## config.mk

```make
export PLATFORM = sky130hd
export DESIGN_NAME = piso_tx_sched
export DESIGN_NICKNAME = d
export VERILOG_FILES = /design/src/rtl/piso_pkg.sv /design/src/rtl/rr_arb2.sv /design/src/rtl/piso_tx_sched.sv
export SDC_FILE = /design/constraint.sdc
export NUM_CORES = 1
export LEC_CHECK = 0
export CAP_MARGIN = 20
export CORE_AREA = 2 2 39 41
export DETAILED_ROUTE_END_ITERATION = 10
export DIE_AREA = 0 0 41 43
export MAX_ROUTING_LAYER = met4
export PLACE_DENSITY = 0.62
export SYNTH_ARGS = -nofsm -noshare
export SYNTH_HDL_FRONTEND = slang
export SYNTH_SLANG_ARGS = --single-unit
```

## constraint.sdc

```tcl
create_clock -name clk -period 1.81 [get_ports clk]
set_input_delay 0.362 -clock clk [delete_from_list [all_inputs] [get_ports clk]]
set_output_delay 0.362 -clock clk [all_outputs]
set_load 0.01 [all_outputs]
```

## src/rtl/piso_pkg.sv

```systemverilog
// piso_pkg: shared scheduler state encoding and width constants.
package piso_pkg;
   localparam int DEF_WIDTH = 4;
   localparam int CW = $clog2(DEF_WIDTH);
   typedef enum logic [1:0] {IDLE, SHIFT, PAR} state_t;
endpackage

```

## src/rtl/rr_arb2.sv

```systemverilog
// rr_arb2: two-way round-robin arbiter; pointer holds the last grantee.
module rr_arb2 (
   input  logic       clk,
   input  logic       rst,
   input  logic [1:0] req,
   input  logic       accept,
   output logic [1:0] grant
);
   logic ptr;
   always_comb grant = (req == 2'b11) ? (ptr ? 2'b01 : 2'b10) : req;
   always_ff @(posedge clk)
      if (rst) ptr <= 1'b1;
      else if (accept && |req) ptr <= grant[1];
endmodule

```

## src/rtl/piso_tx_sched.sv

```systemverilog
// piso_tx_sched: round-robin scheduler feeding a shared PISO shift register.
// Optional trailing even-parity cycle per frame: PISO_TX_SCHED_PARITY_EN.
module piso_tx_sched
   import piso_pkg::*;
#(
   parameter int WIDTH = DEF_WIDTH
) (
   input  logic             clk,
   input  logic             rst,
   input  logic [1:0]       req_valid,
   input  logic [WIDTH-1:0] req_data0,
   input  logic [WIDTH-1:0] req_data1,
   output logic [1:0]       req_ready,
   output logic             piso_load,
   output logic [WIDTH-1:0] piso_data,
   output logic             bit_valid,
   output logic             frame_start,
   output logic             frame_last,
   output logic             grant_id,
   output logic             busy,
   output logic             par_sel,
   output logic             par_bit
);
   state_t        state, state_nxt;
   logic [CW-1:0] bit_cnt;
   logic [1:0]    grant;
   logic          last, open, accept;
   assign last = state == SHIFT && bit_cnt == CW'(WIDTH - 1);
`ifdef PISO_TX_SCHED_PARITY_EN
   logic par_q;
   assign open = state == IDLE || state == PAR;
`else
   assign open = state == IDLE || last;
`endif
   // accept is gated by rst so no word is lost to a reset edge
   assign accept = open && !rst && |req_valid;
   rr_arb2 u_arb (
      .clk   (clk),
      .rst   (rst),
      .req   (req_valid),
      .accept(accept),
      .grant (grant)
   );
   always_comb begin
      req_ready   = accept ? grant : 2'b00;
      piso_load   = accept;
      piso_data   = !accept ? '0 : grant[1] ? req_data1 : req_data0;
      bit_valid   = state != IDLE;
      busy        = state != IDLE;
      frame_start = state == SHIFT && bit_cnt == '0;
`ifdef PISO_TX_SCHED_PARITY_EN
      frame_last  = state == PAR;
      par_sel     = state == PAR;
      par_bit     = par_q;
      state_nxt   = accept ? SHIFT : state == SHIFT ? (last ? PAR : SHIFT) : IDLE;
`else
      frame_last  = last;
      par_sel     = 1'b0;
      par_bit     = 1'b0;
      state_nxt   = accept ? SHIFT : (state == SHIFT && !last) ? SHIFT : IDLE;
`endif
   end
   always_ff @(posedge clk)
      if (rst) begin
         state    <= IDLE;
         bit_cnt  <= '0;
         grant_id <= 1'b0;
      end else begin
         state   <= state_nxt;
         bit_cnt <= (state == SHIFT && !last) ? bit_cnt + 1'b1 : '0;
         if (accept) grant_id <= grant[1];
      end
`ifdef PISO_TX_SCHED_PARITY_EN
   always_ff @(posedge clk)
      if (rst) par_q <= 1'b0;
      else if (accept) par_q <= ^piso_data;
`endif
endmodule
```

After elaboration in Yosys (flattened, before gate mapping) --
Cells that the tools add are included.
Word-level totals: word-level logic and storage cells 32, bits of input ports 12, register bits after elaboration 6
Operators by class: add/sub/neg operators 1, bitwise operators 1, equality and inequality tests 3, reductions and logical operators 15, mux-type cells 7
Operators by type and width (number):
- $mux 4 | 2
- $logic_and 1x1->1 | 6
- $mux 2 | 3
- $reduce_or 2->1 | 3
- $eq 2x2->1 const B | 2
- $logic_not 2->1 | 2
- $add 2x1->2 const B | 1
- $eq 2x1->1 const B | 1
- $logic_not 1->1 | 2
- $mux 1 | 2
- $reduce_bool 2->1 | 1
- $logic_or 1x1->1 | 1
- $not 1->1 | 1

Longest topological paths before layout --
depth after elaboration 6, gate-level depth with buffers 5, mapped depth without buffers 4

Hierarchy --
From an unflattened synthesis, not the netlist that was laid out.
Second synthesis, totals: cell total of the unflattened synthesis 43, area total of the unflattened synthesis 361.6 µm²
Modules (own cells, without submodules):
- piso_tx_sched | cells each 36, seq. area each 80.1 µm², times used 1, area an instance 300.3 µm²
- rr_arb2 | cells each 7, seq. area each 20.0 µm², times used 1, area an instance 61.3 µm²

Worst setup path before layout --
No wires, ideal clock.
kind register to output, from reg bit_cnt[0], to out req_ready[0], stages on the path, launching flop included 6, path slack 0.074 ns, path buffers 1, arrival time 1.374 ns, path through dfxtp_1 ha_1 nor2b_4 or3_1 buf_6 nor3_1
On the way: word-level cells in the longest chain between the ends 6
RTL lines:
- start, declared | RTL line piso_tx_sched.sv:25 | logic [CW-1:0] bit_cnt;
- start signal, assigned | RTL line piso_tx_sched.sv:70 | bit_cnt <= (state == SHIFT && !last) ? bit_cnt + 1'b1 : '0;
- $eq 2x2->1 | RTL line piso_tx_sched.sv:28 | assign last = state == SHIFT && bit_cnt == CW'(WIDTH - 1);
- $logic_and 1x1->1 | RTL line piso_tx_sched.sv:28
- $logic_or 1x1->1 | RTL line piso_tx_sched.sv:33 | assign open = state == IDLE || last;
- $logic_and 1x1->1 (2 in a row) | RTL line piso_tx_sched.sv:36 | assign accept = open && !rst && |req_valid;
- $mux 2 | RTL line piso_tx_sched.sv:45 | req_ready = accept ? grant : 2'b00;
- end, declared | RTL line piso_tx_sched.sv:13 | output logic [1:0] req_ready,
No other way between the ends.

Worst setup path in the final report --
from reg bit_cnt[1], to out piso_data[2]
On the way: word-level cells in the longest chain between the ends 6
RTL lines:
- $eq 2x2->1 | RTL line piso_tx_sched.sv:28
- $logic_and 1x1->1 | RTL line piso_tx_sched.sv:28
- $logic_or 1x1->1 | RTL line piso_tx_sched.sv:33
- $logic_and 1x1->1 (2 in a row) | RTL line piso_tx_sched.sv:36
- $mux 4 | RTL line piso_tx_sched.sv:47 | piso_data = !accept ? '0 : grant[1] ? req_data1 : req_data0;
- end, declared | RTL line piso_tx_sched.sv:15 | output logic [WIDTH-1:0] piso_data,
No other way between the ends.

==> reports/metrics.yaml <==
htreeDepth: 1
power.density_nw_per_um2: 537
synthDistinctLibCells: 20
final_hold_viol_count: 0
io_pins: 26
grt.overflow.total: 0
leakage_nw: 0.335
clk_latency_ps: 240
cts.path.max_buffers: 2
avgSynthCellArea_sq_um: 7.86
numCtsBuffers: 3
drc_errors: 0
post-place-ws_ps: -639
multi_input_area_sq_um: 251
via_count: 424
synthTopCellsByArea: "dfxtp_1, nand2_1, a21oi_1"
grt.total_usage_pct: 13.4
drive_above_1_share_pct: 48.1
setup_ws_ps: -6.13
start_kind: "flop"
period_share_pct: 100
grt_start_max_net_pins: 8
cts.sinks: 5
worstPathRequired_ps: 1450
layout_common_cells: "clkdlybuf4s50_1, buf_4, nand2_1"
postRouteAntennaNets: 0
grt_first_pass_wirelength_mm: 1.59
worst_ir_drop_vdd_v: 0.000231
viasPerCell: 4.46
grt_pass1_vias: 424
drt_iter0_markers: 1
cts_tree: "done"
die_y_um: 43
crit_buf_inv: 1
violations: "negative setup slack"
tns_ps: -7.63
port_buffers: 23
slew_viol_final: 0
antenna_found_initial: 0
arrival_ps: 1450
timing.fmax_mhz: 551
avgRoutedWirePerCell_um: 9.80
dp.cells: 91
setup_violations: 2
n_antenna_cell: 0
ys_seq_area_share_pct: 29.6
synth.cell_area_sq_um: 338
synth_largest_area_cell: "dfxtp_1"
synth_seq_cells: 5
crit_chain: "ha_4, nor2b_4, or3_4, a21oi_2, buf_2"
max-cap-violations: 0
place_area_sq_um: 648
cts_setup_buffers: 0
dp_hpwl_um: 717
fillers: 133
synth_cells: 43
path_class: "reg2out"
die_x_um: 41
row_count: 14
placeableCoreArea_sq_um: 1380
cpLargestDelayFamily: "simple AND/OR/NAND/NOR gates"
postRouteWirelength_um: 931
slowest_delay_ps: 420
clk_pin_slew_ps: 50
gp_congestion: 0.695
synth_top_cell_area_share_pct: 29.6
synth_warnings: 0
postCtsHoldBufs: 0
finClkSkew_ps: 2.05
cp_max_fo: 7
status: "finished, violations left"
min_path_type: "reg2reg"
initial_utilization_pct: 24.4
fin_nets: 94
area_growth_syn_to_layout_pct: 108
post_layout_nonfiller_instances: 95
rsz0062_at_grt: "true"
end_kind: "primary output"
root_buffer: "clkbuf_4"
die_area_sq_um: 1760
drt_pass1_iterations: 2
seq_area_sq_um: 103
layout_min_cycle_time_ps: 1820
crit_slowest_cell: "or3_4"
finish.instance_area_sq_um: 702
Yosys cell counts (all sizes together):
| cell type | n |
|---|---|
| a21oi | 5 |
| inv | 4 |
| a31o | 1 |
| conb | 1 |
| or2b | 1 |
| nor2b | 1 |
| a211o | 1 |
| and3 | 1 |
| nor4 | 1 |
| nor2 | 1 |
| a21boi | 1 |
| nor3 | 2 |
| a21bo | 1 |
| and2 | 2 |
| dfxtp | 5 |
| nand2 | 8 |
| or3 | 1 |
| ha | 2 |
| buf | 4 |
flip-flops by register name, indices dropped and copies added (netlist names):
name       count
bit_cnt        2
grant_id       1
state          1
u_arb.ptr      1
kinds of logic after synthesis:
kind of cell	share of synthesized area, %
AOI/OAI and AO/OA	17.8
adders and majority gates	7.41
buffers and inverters	14.4
DFF	29.6
other	1.11
and+or+nand+nor	29.6
timing repair:
item | CTS | global route
cloned | 0 | 0
pin swaps | 5 | 2
gates resized for setup | 43 | 3
hold endpoints to repair | 0 | 0
setup endpoints to repair | 9 | 7
report_power, final:
part           leakage, nW  internal [mW]  switching (mW)
clock               0.0150         0.0834          0.0460
combinational        0.278         0.0732          0.0512
sequential          0.0421          0.118         0.00507
total                0.335          0.275           0.102
final timing paths:
check	slack (ps)	end	cells after the start	startpoint
worst max-delay path	-6	piso_data[2]	5	bit_cnt[1]
worst min-delay path	500	grant_id	1	grant_id
worst max register to register	310	u_arb.ptr	5	bit_cnt[1]
worst min register to register	500	grant_id	1	grant_id
layout make-up:
cell class	instances	area share, %
timing repair buffer	35	40.8
tap	16	2.85
sequential	5	14.6
clock buffer	4	3.74
multi-input combinational	31	35.8
inverter	4	2.14
metal layers:
metal  vias up  GRT usage (%)  part of all wire [%]
met5         -              -                     0
met4         0           10.0                     0
met3         0              0                   5.2
met2        18           21.9                    56
met1       197           14.4                    39
li1        209              -                     -
metrics by stage:
step | power, mW | hold WS (ps) | util, %
finish | 0.377 | 496 | 50.7
global route | 0.398 | 513 | 50.7
CTS | 0.379 | 497 | 49.9
detailed placement | 0.245 | 479 | 46.8
global placement | 0.244 | 472 | 46.8
floorplan | 0.172 | 427 | -
Note: power is estimated with default switching activity, not from simulation.
